[config.mk]
export PLATFORM = sky130hd
export DESIGN_NAME = cla_serial_adder_flat
export DESIGN_NICKNAME = d
export VERILOG_FILES = /design/src/rtl/cla_serial_adder_if.sv /design/src/rtl/cla_serial_adder.sv /design/src/flat_wrapper.sv
export SDC_FILE = /design/constraint.sdc
export NUM_CORES = 1
export LEC_CHECK = 0
export BUFFER_PORTS_ARGS = -buffer_cell sky130_fd_sc_hd__buf_2
export CAP_MARGIN = 20
export CELL_PAD_IN_SITES_DETAIL_PLACEMENT = 1
export CELL_PAD_IN_SITES_GLOBAL_PLACEMENT = 1
export CORE_UTILIZATION = 44
export DETAILED_ROUTE_END_ITERATION = 7
export PLACE_DENSITY_LB_ADDON = 0.1
export REMOVE_ABC_BUFFERS = 1
export SYNTH_ARGS = -nofsm -noshare
export SYNTH_HDL_FRONTEND = slang
export SYNTH_SLANG_ARGS = --single-unit
[constraint.sdc]
create_clock -name clk -period 4.48 [get_ports clk]
set_input_delay 0.224 -clock clk [delete_from_list [all_inputs] [get_ports clk]]
set_output_delay 0.224 -clock clk [all_outputs]
set_load 0.005 [all_outputs]
[src/rtl/cla_serial_adder_if.sv]
// Handshake and operand/result bundle for cla_serial_adder.
// The master drives a request (start/op/a/b/ci) and observes the result
// (s/co/busy/done). The slave is the adder itself.
// With CLA_SERIAL_OVF_EN defined, the bundle also carries the signed
// overflow flag ovf.
interface cla_serial_adder_if #(
  parameter int WIDTH = 32
);
  logic             start;
  logic             op;
  logic [WIDTH-1:0] a;
  logic [WIDTH-1:0] b;
  logic             ci;
  logic [WIDTH-1:0] s;
  logic             co;
  logic             busy;
  logic             done;
`ifdef CLA_SERIAL_OVF_EN
  logic             ovf;

  modport master (
    output start, op, a, b, ci,
    input  s, co, busy, done, ovf
  );

  modport slave (
    input  start, op, a, b, ci,
    output s, co, busy, done, ovf
  );
`else
  modport master (
    output start, op, a, b, ci,
    input  s, co, busy, done
  );

  modport slave (
    input  start, op, a, b, ci,
    output s, co, busy, done
  );
`endif
endinterface

[src/rtl/cla_serial_adder.sv]
// cla_serial_adder: wide add/subtract built from a single 4-bit
// carry-lookahead slice. Operands are latched on start, then processed
// one nibble per clock, LSB first, with the slice carry fed back. The
// result and carry are published together on the last nibble, and done
// pulses for one cycle.
// Optional feature: define CLA_SERIAL_OVF_EN to add the registered
// signed-overflow output ovf.

// 4-bit carry-lookahead slice: generate/propagate with fully expanded
// carries, so each nibble step is a single slice delay.
module cla4 (
  input  logic [3:0] a_i,
  input  logic [3:0] b_i,
  input  logic       ci_i,
  output logic [3:0] s_o,
  output logic       co_o
);
  logic [3:0] g;
  logic [3:0] p;
  logic [4:0] c;

  assign g = a_i & b_i;
  assign p = a_i ^ b_i;

  assign c[0] = ci_i;
  assign c[1] = g[0] | (p[0] & c[0]);
  assign c[2] = g[1] | (p[1] & g[0]) | (p[1] & p[0] & c[0]);
  assign c[3] = g[2] | (p[2] & g[1]) | (p[2] & p[1] & g[0])
              | (p[2] & p[1] & p[0] & c[0]);
  assign c[4] = g[3] | (p[3] & g[2]) | (p[3] & p[2] & g[1])
              | (p[3] & p[2] & p[1] & g[0])
              | (p[3] & p[2] & p[1] & p[0] & c[0]);

  assign s_o  = p ^ c[3:0];
  assign co_o = c[4];
endmodule

module cla_serial_adder #(
  parameter int WIDTH = 32
) (
  input logic               clk,
  input logic               reset_n,
  cla_serial_adder_if.slave bus
);
  localparam int N     = WIDTH / 4;
  localparam int IDX_W = (N > 1) ? $clog2(N) : 1;

  localparam logic [IDX_W-1:0] LAST_IDX = IDX_W'(N - 1);

  localparam logic [1:0] S_IDLE = 2'd0;
  localparam logic [1:0] S_RUN  = 2'd1;
  localparam logic [1:0] S_DONE = 2'd2;

  logic [1:0]       state_q, state_d;
  logic [IDX_W-1:0] idx_q, idx_d;
  logic             carry_q, carry_d;
  logic [WIDTH-1:0] partial_q, partial_d;
  logic [WIDTH-1:0] s_q, s_d;
  logic             co_q, co_d;
  logic [WIDTH-1:0] opa_q;
  logic [WIDTH-1:0] opb_q;
  logic             load;

  logic [3:0]       nib_a;
  logic [3:0]       nib_b;
  logic [3:0]       slice_s;
  logic             slice_co;

`ifdef CLA_SERIAL_OVF_EN
  logic             ovf_q, ovf_d;
`endif

  // Select the operand nibbles addressed by the current index.
  always_comb begin
    nib_a = 4'd0;
    nib_b = 4'd0;
    for (int k = 0; k < N; k++) begin
      if (idx_q == IDX_W'(k)) begin
        nib_a = opa_q[4*k +: 4];
        nib_b = opb_q[4*k +: 4];
      end
    end
  end

  cla4 u_slice (
    .a_i  (nib_a),
    .b_i  (nib_b),
    .ci_i (carry_q),
    .s_o  (slice_s),
    .co_o (slice_co)
  );

  // Sequencer: accepts requests in IDLE/DONE, steps nibbles in RUN and
  // publishes the full result on the last step.
  always_comb begin
    state_d   = state_q;
    idx_d     = idx_q;
    carry_d   = carry_q;
    partial_d = partial_q;
    s_d       = s_q;
    co_d      = co_q;
    load      = 1'b0;
`ifdef CLA_SERIAL_OVF_EN
    ovf_d     = ovf_q;
`endif
    case (state_q)
      S_IDLE, S_DONE: begin
        if (bus.start) begin
          // Subtraction is a + ~b + 1, so the incoming ci is replaced.
          load    = 1'b1;
          carry_d = bus.op ? 1'b1 : bus.ci;
          idx_d   = '0;
          state_d = S_RUN;
        end else begin
          state_d = S_IDLE;
        end
      end
      S_RUN: begin
        for (int k = 0; k < N; k++) begin
          if (idx_q == IDX_W'(k)) begin
            partial_d[4*k +: 4] = slice_s;
          end
        end
        carry_d = slice_co;
        if (idx_q == LAST_IDX) begin
          s_d     = partial_d;
          co_d    = slice_co;
`ifdef CLA_SERIAL_OVF_EN
          // opb_q is already inverted for subtract, so one formula covers both.
          ovf_d   = (opa_q[WIDTH-1] ~^ opb_q[WIDTH-1])
                  & (partial_d[WIDTH-1] ^ opa_q[WIDTH-1]);
`endif
          state_d = S_DONE;
        end else begin
          idx_d   = idx_q + IDX_W'(1);
        end
      end
      default: begin
        state_d = S_IDLE;
      end
    endcase
  end

  // Control, working and result registers with asynchronous clear.
  always_ff @(posedge clk or negedge reset_n) begin
    if (!reset_n) begin
      state_q   <= S_IDLE;
      idx_q     <= '0;
      carry_q   <= 1'b0;
      partial_q <= '0;
      s_q       <= '0;
      co_q      <= 1'b0;
`ifdef CLA_SERIAL_OVF_EN
      ovf_q     <= 1'b0;
`endif
    end else begin
      state_q   <= state_d;
      idx_q     <= idx_d;
      carry_q   <= carry_d;
      partial_q <= partial_d;
      s_q       <= s_d;
      co_q      <= co_d;
`ifdef CLA_SERIAL_OVF_EN
      ovf_q     <= ovf_d;
`endif
    end
  end

  // Operand latches; B is stored pre-inverted for subtract.
  always_ff @(posedge clk) begin
    if (load) begin
      opa_q <= bus.a;
      opb_q <= bus.b ^ {WIDTH{bus.op}};
    end
  end

  assign bus.s    = s_q;
  assign bus.co   = co_q;
  assign bus.busy = (state_q == S_RUN);
  assign bus.done = (state_q == S_DONE);
`ifdef CLA_SERIAL_OVF_EN
  assign bus.ovf  = ovf_q;
`endif

endmodule

[src/flat_wrapper.sv]
// flat-port wrapper written by rule: the top's interface ports become plain ports
module cla_serial_adder_flat 
#(
  parameter int WIDTH = 32
)
  (clk, reset_n, bus_start, bus_op, bus_a, bus_b, bus_ci, bus_s, bus_co, bus_busy, bus_done);
  cla_serial_adder_if #(.WIDTH(WIDTH)) bus_i ();
  input logic clk;
  input logic reset_n;
  input wire logic [$bits(bus_i.start)-1:0] bus_start;
  input wire logic [$bits(bus_i.op)-1:0] bus_op;
  input wire logic [$bits(bus_i.a)-1:0] bus_a;
  input wire logic [$bits(bus_i.b)-1:0] bus_b;
  input wire logic [$bits(bus_i.ci)-1:0] bus_ci;
  output wire logic [$bits(bus_i.s)-1:0] bus_s;
  output wire logic [$bits(bus_i.co)-1:0] bus_co;
  output wire logic [$bits(bus_i.busy)-1:0] bus_busy;
  output wire logic [$bits(bus_i.done)-1:0] bus_done;
  assign bus_i.start = bus_start;
  assign bus_i.op = bus_op;
  assign bus_i.a = bus_a;
  assign bus_i.b = bus_b;
  assign bus_i.ci = bus_ci;
  assign bus_s = bus_i.s;
  assign bus_co = bus_i.co;
  assign bus_busy = bus_i.busy;
  assign bus_done = bus_i.done;
  cla_serial_adder #(.WIDTH(WIDTH)) u_core (.clk(clk), .reset_n(reset_n), .bus(bus_i));
endmodule
==> summary.txt <==
Run status
  – Outcome: finished with violations
  – Violated checks: negative hold slack

Final layout
  – Ant. Diodes: 0
  – Ratio of cells with drive above 1 in the final layout: between 20% and 30%
  – Area delta synth->final: 26.3%
  – Fin cells: 867
  – # nets final: 758

Power and ir drop
  – Internal power: 0.00363 W
  – Sequential power share: around 30%
  – Total Power: 0.00637 W
  – Clock share of power: 22.0%
  – Switching power: around 0.0027 W
  – Sw frac: 43.0%
  – Maximum VDD drop: ~650 µV
  – Total power per unit cell area: between 800 and 900 mW/mm²
  – Logic pwr share: about 49%
  – Static Leak: 3.30 nW

STA
  – Final worst path period share: 86.6%
  – Setup tns final: 0 ps
  – Min Hold Slack: -8.54 ps
  – Max Fclk: 0.258 GHz
  – Tmin final: 3880 ps
  – Hold Fails Final Rpt: 8
  – Finish-stage setup viols: 0
  – Max-slew violations: 0
  – Worst rel slew slack: a little under two fifths
  – Skew final: ~8.0 ps
  – Slew @ Worst Pin: between 900 and 1000 ps
  – Final setup margin: roughly 600 ps
  – RSZ-0062 raised after global routing: false

Floorplan
  – Core ar.: 0.0133 mm²
  – Initial core utilization: 45.4%
  – Die X: around 120 µm
  – Top Ports: 104
  – Die Ht: about 120 µm
  – Row cnt: 42
  – Die area: between 0.01 and 0.015 mm²

Clock network
  – Total clock buffers created by CTS: 17
  – CTS tree: built
  – Clk sinks: approximately 130
  – Setup bufs post-CTS: 0
  – CTS root buf: clkbuf_16
  – Clock buffer depth: 2
  – Clock slew at reported path FFs: about 50 ps
  – Clock latency on the worst-skew pair: roughly 420 ps
  – H-tree levels: 4

Synth
  – Synth Area in XOR/XNOR: 5.22%
  – Synth area leader: edfxtp_1
  – Synth Instances: 546
  – Async set-reset flop share out of synthesis: between 50% and 60%
  – Largest cells by area after synthesis: edfxtp_1 (32%), dfrtp_1 (28%), nand2_1 (5.2%)
  – Post-synthesis simple-gate area fraction: 12.6%
  – Multiplexer share of the synthesized area: approximately 2.1%
  – #FFs+latches synth: 131
  – Share of the yosys chip area belonging to registers: between 50 and 60%
  – YS warnings: 0
  – Synthesized area: between 0.006 and 0.007 mm²
  – Commonest cells in the netlist: nand2_1 (84), dfrtp_1 (67), edfxtp_1 (64)
  – Largest family of logic cells by synthesized area: compound AO/OA/AOI/OAI gates
  – Post-Synth Adder-Cell Area: approximately 2.4%
  – Mapped Avg Cell Area: 11.1 µm²
  – Count leader, synth: nand2_1
  – Post-synth EDFFs: 64
  – Library cells used by synthesis: 40
  – Most common flop cell mapped by yosys: dfrtp_1
  – Synth Area in Compound Gates: between 10 and 15%
  – Top-area cell type share of the netlist area: a little under a third

Worst setup path
  – Worst reg-to-reg path cell count: 12
  – RR Endpoint: u_core.bus.s[11]
  – Reg2Reg Launch Point: u_core.idx_q[0]
  – Critical Path End Type: flip-flop
  – CP arrival: around 4200 ps
  – CP Data Required Time: 4750 ps
  – Startpoint Class: flip-flop
  – Crit path max fanout: 15
  – Kind of critical path: flip-flop to flip-flop
  – R2r setup slk: between 600 and 700 ps

Detailed routing
  – DR top layer: met4
  – Routed length per instance: ~18 µm
  – DRT Wirelength: between 15000 and 20000 µm
  – DR WL met2: 7870 µm
  – Vias/cell: ~5.3
  – Pre-antenna DRT Iters: 4
  – Metal3 WL: 491 µm
  – Via count of the routed design: ~4600
  – DRT met1 WL: between 6000 and 7000 µm
  – Routed Antenna Nets: 0
  – Post-route DRC: 0
  – Iter 0 DRT Violations: around 240

Hold path
  – Tightest Hold Check Type: input pin to asynchronous set/reset pin

Placed design
  – Place WS: roughly 410 ps
  – Post-Place Cells: ~800
  – Placer Congestion: 0.808
  – Input/output buffers: roughly 100
  – DP Wirelength: ~9400 µm

Global route
  – Largest net degree at the start of global routing: a little under 70
  – Vias in the first global route: between 4000 and 5000
  – First-pass GRT wire length: ~25000 µm
  – Total global routing overflow: 0
  – GR Util All Layers: 23.3%
  – Initial antenna violation count: 0

Run
  – Max-cap violations: 0
## worst max-delay path, cell delays in order (launching register included)
cell,delay (ps)
dfrtp_1,400
ha_1,230
ha_1,350
buf_4,240
nor2b_1,130
o32ai_1,270
o221ai_1,180
a21oi_1,350
ha_1,330
a211o_1,320
a21oi_4,200
xor2_4,530
o31ai_1,190
## kinds of logic after synthesis
family,after synthesis
simple gates,163
buf+inv,53
fa+ha+maj,11
flops,131
mux,12
compound gates,142
xor+xnor,34
## per-stage QoR
| stage | utilization, % | cell area (µm²) |
|---|---|---|
| 3_5_place_dp | 50.4 | 6720 |
| 4_1_cts | 57.4 | 7660 |
| 6_report | 57.4 | 7660 |
| 2_1_floorplan | - | 5900 |
| 3_3_place_gp | 50.4 | 6720 |
| 5_1_grt | 57.4 | 7660 |
## registers in the layout, summed over array words and instances (netlist names)
name,count
u_core.bus.s,32
u_core.opb_q,32
u_core.opa_q,32
u_core.bus.co,1
u_core.state_q,2
u_core.partial_q,28
u_core.carry_q,1
u_core.idx_q,3
## power groups by stage
| stage | combinational [W] | sequential [W] | clock (W) |
|---|---|---|---|
| floorplan | 0.00195 | 0.00188 | 0 |
| global placement | 0.00296 | 0.00188 | 0 |
| detailed placement | 0.00305 | 0.00190 | 0 |
| CTS | 0.00310 | 0.00188 | 0.00142 |
| global route | 0.00346 | 0.00192 | 0.00146 |
| finish | 0.00309 | 0.00188 | 0.00140 |
## layout make-up
cell class,instances,area (µm²)
Inverter,19,71.3
Timing Repair Buffer,147,926
Fill cell,1453,5680
Tap cell,176,220
Clock buffer,27,586
Clock inverter,5,31.3
Sequential cell,131,3600
Multi-Input combinational cell,362,2230
## how the worst max path moves through the flow
stage / start / end / cells after the start
finish: u_core.idx_q[0] / u_core.bus.s[11] / 12
global route: u_core.idx_q[1] / u_core.bus.s[11] / 11
CTS: u_core.idx_q[0] / u_core.bus.s[11] / 11
detailed placement: u_core.idx_q[0] / u_core.bus.s[11] / 11
global placement: u_core.idx_q[0] / u_core.bus.s[7] / 11
floorplan: u_core.idx_q[2] / u_core.bus.s[11] / 11
## cells in the final DEF (no fill, tap or decap), types with 3 or more instances in the layout
master / instances
o21ai_0: 44
nor2_1: 21
o221ai_1: 5
dlygate4sd3_1: 32
o21ai_2: 9
nor3b_1: 6
nand4_1: 3
buf_2: 103
nand3b_1: 4
o31ai_1: 7
inv_1: 17
clkbuf_16: 19
a211oi_1: 3
and3_1: 6
mux2i_1: 4
nand2_1: 84
mux2_2: 8
dfrtp_1: 67
nand3_1: 6
clkbuf_8: 8
a31oi_1: 15
xor2_1: 32
o32ai_1: 8
a221oi_1: 3
buf_4: 12
edfxtp_1: 64
ha_1: 9
a21oi_1: 42
nor2b_1: 18
nand2b_1: 12
## timing repair
action	in CTS	in global routing
endpoints found under the setup margin	0	3
resized for setup	0	1
hold endpoints to repair	32	0
hold buffers	32	0
## layer usage
metal,up-vias,global-route usage [%]
met5,-,0
met4,0,9.69
met3,33,4.60
met2,115,40.6
met1,2238,28.1
li1,2189,-
No activity file was read; power rests on OpenSTA's default activity.
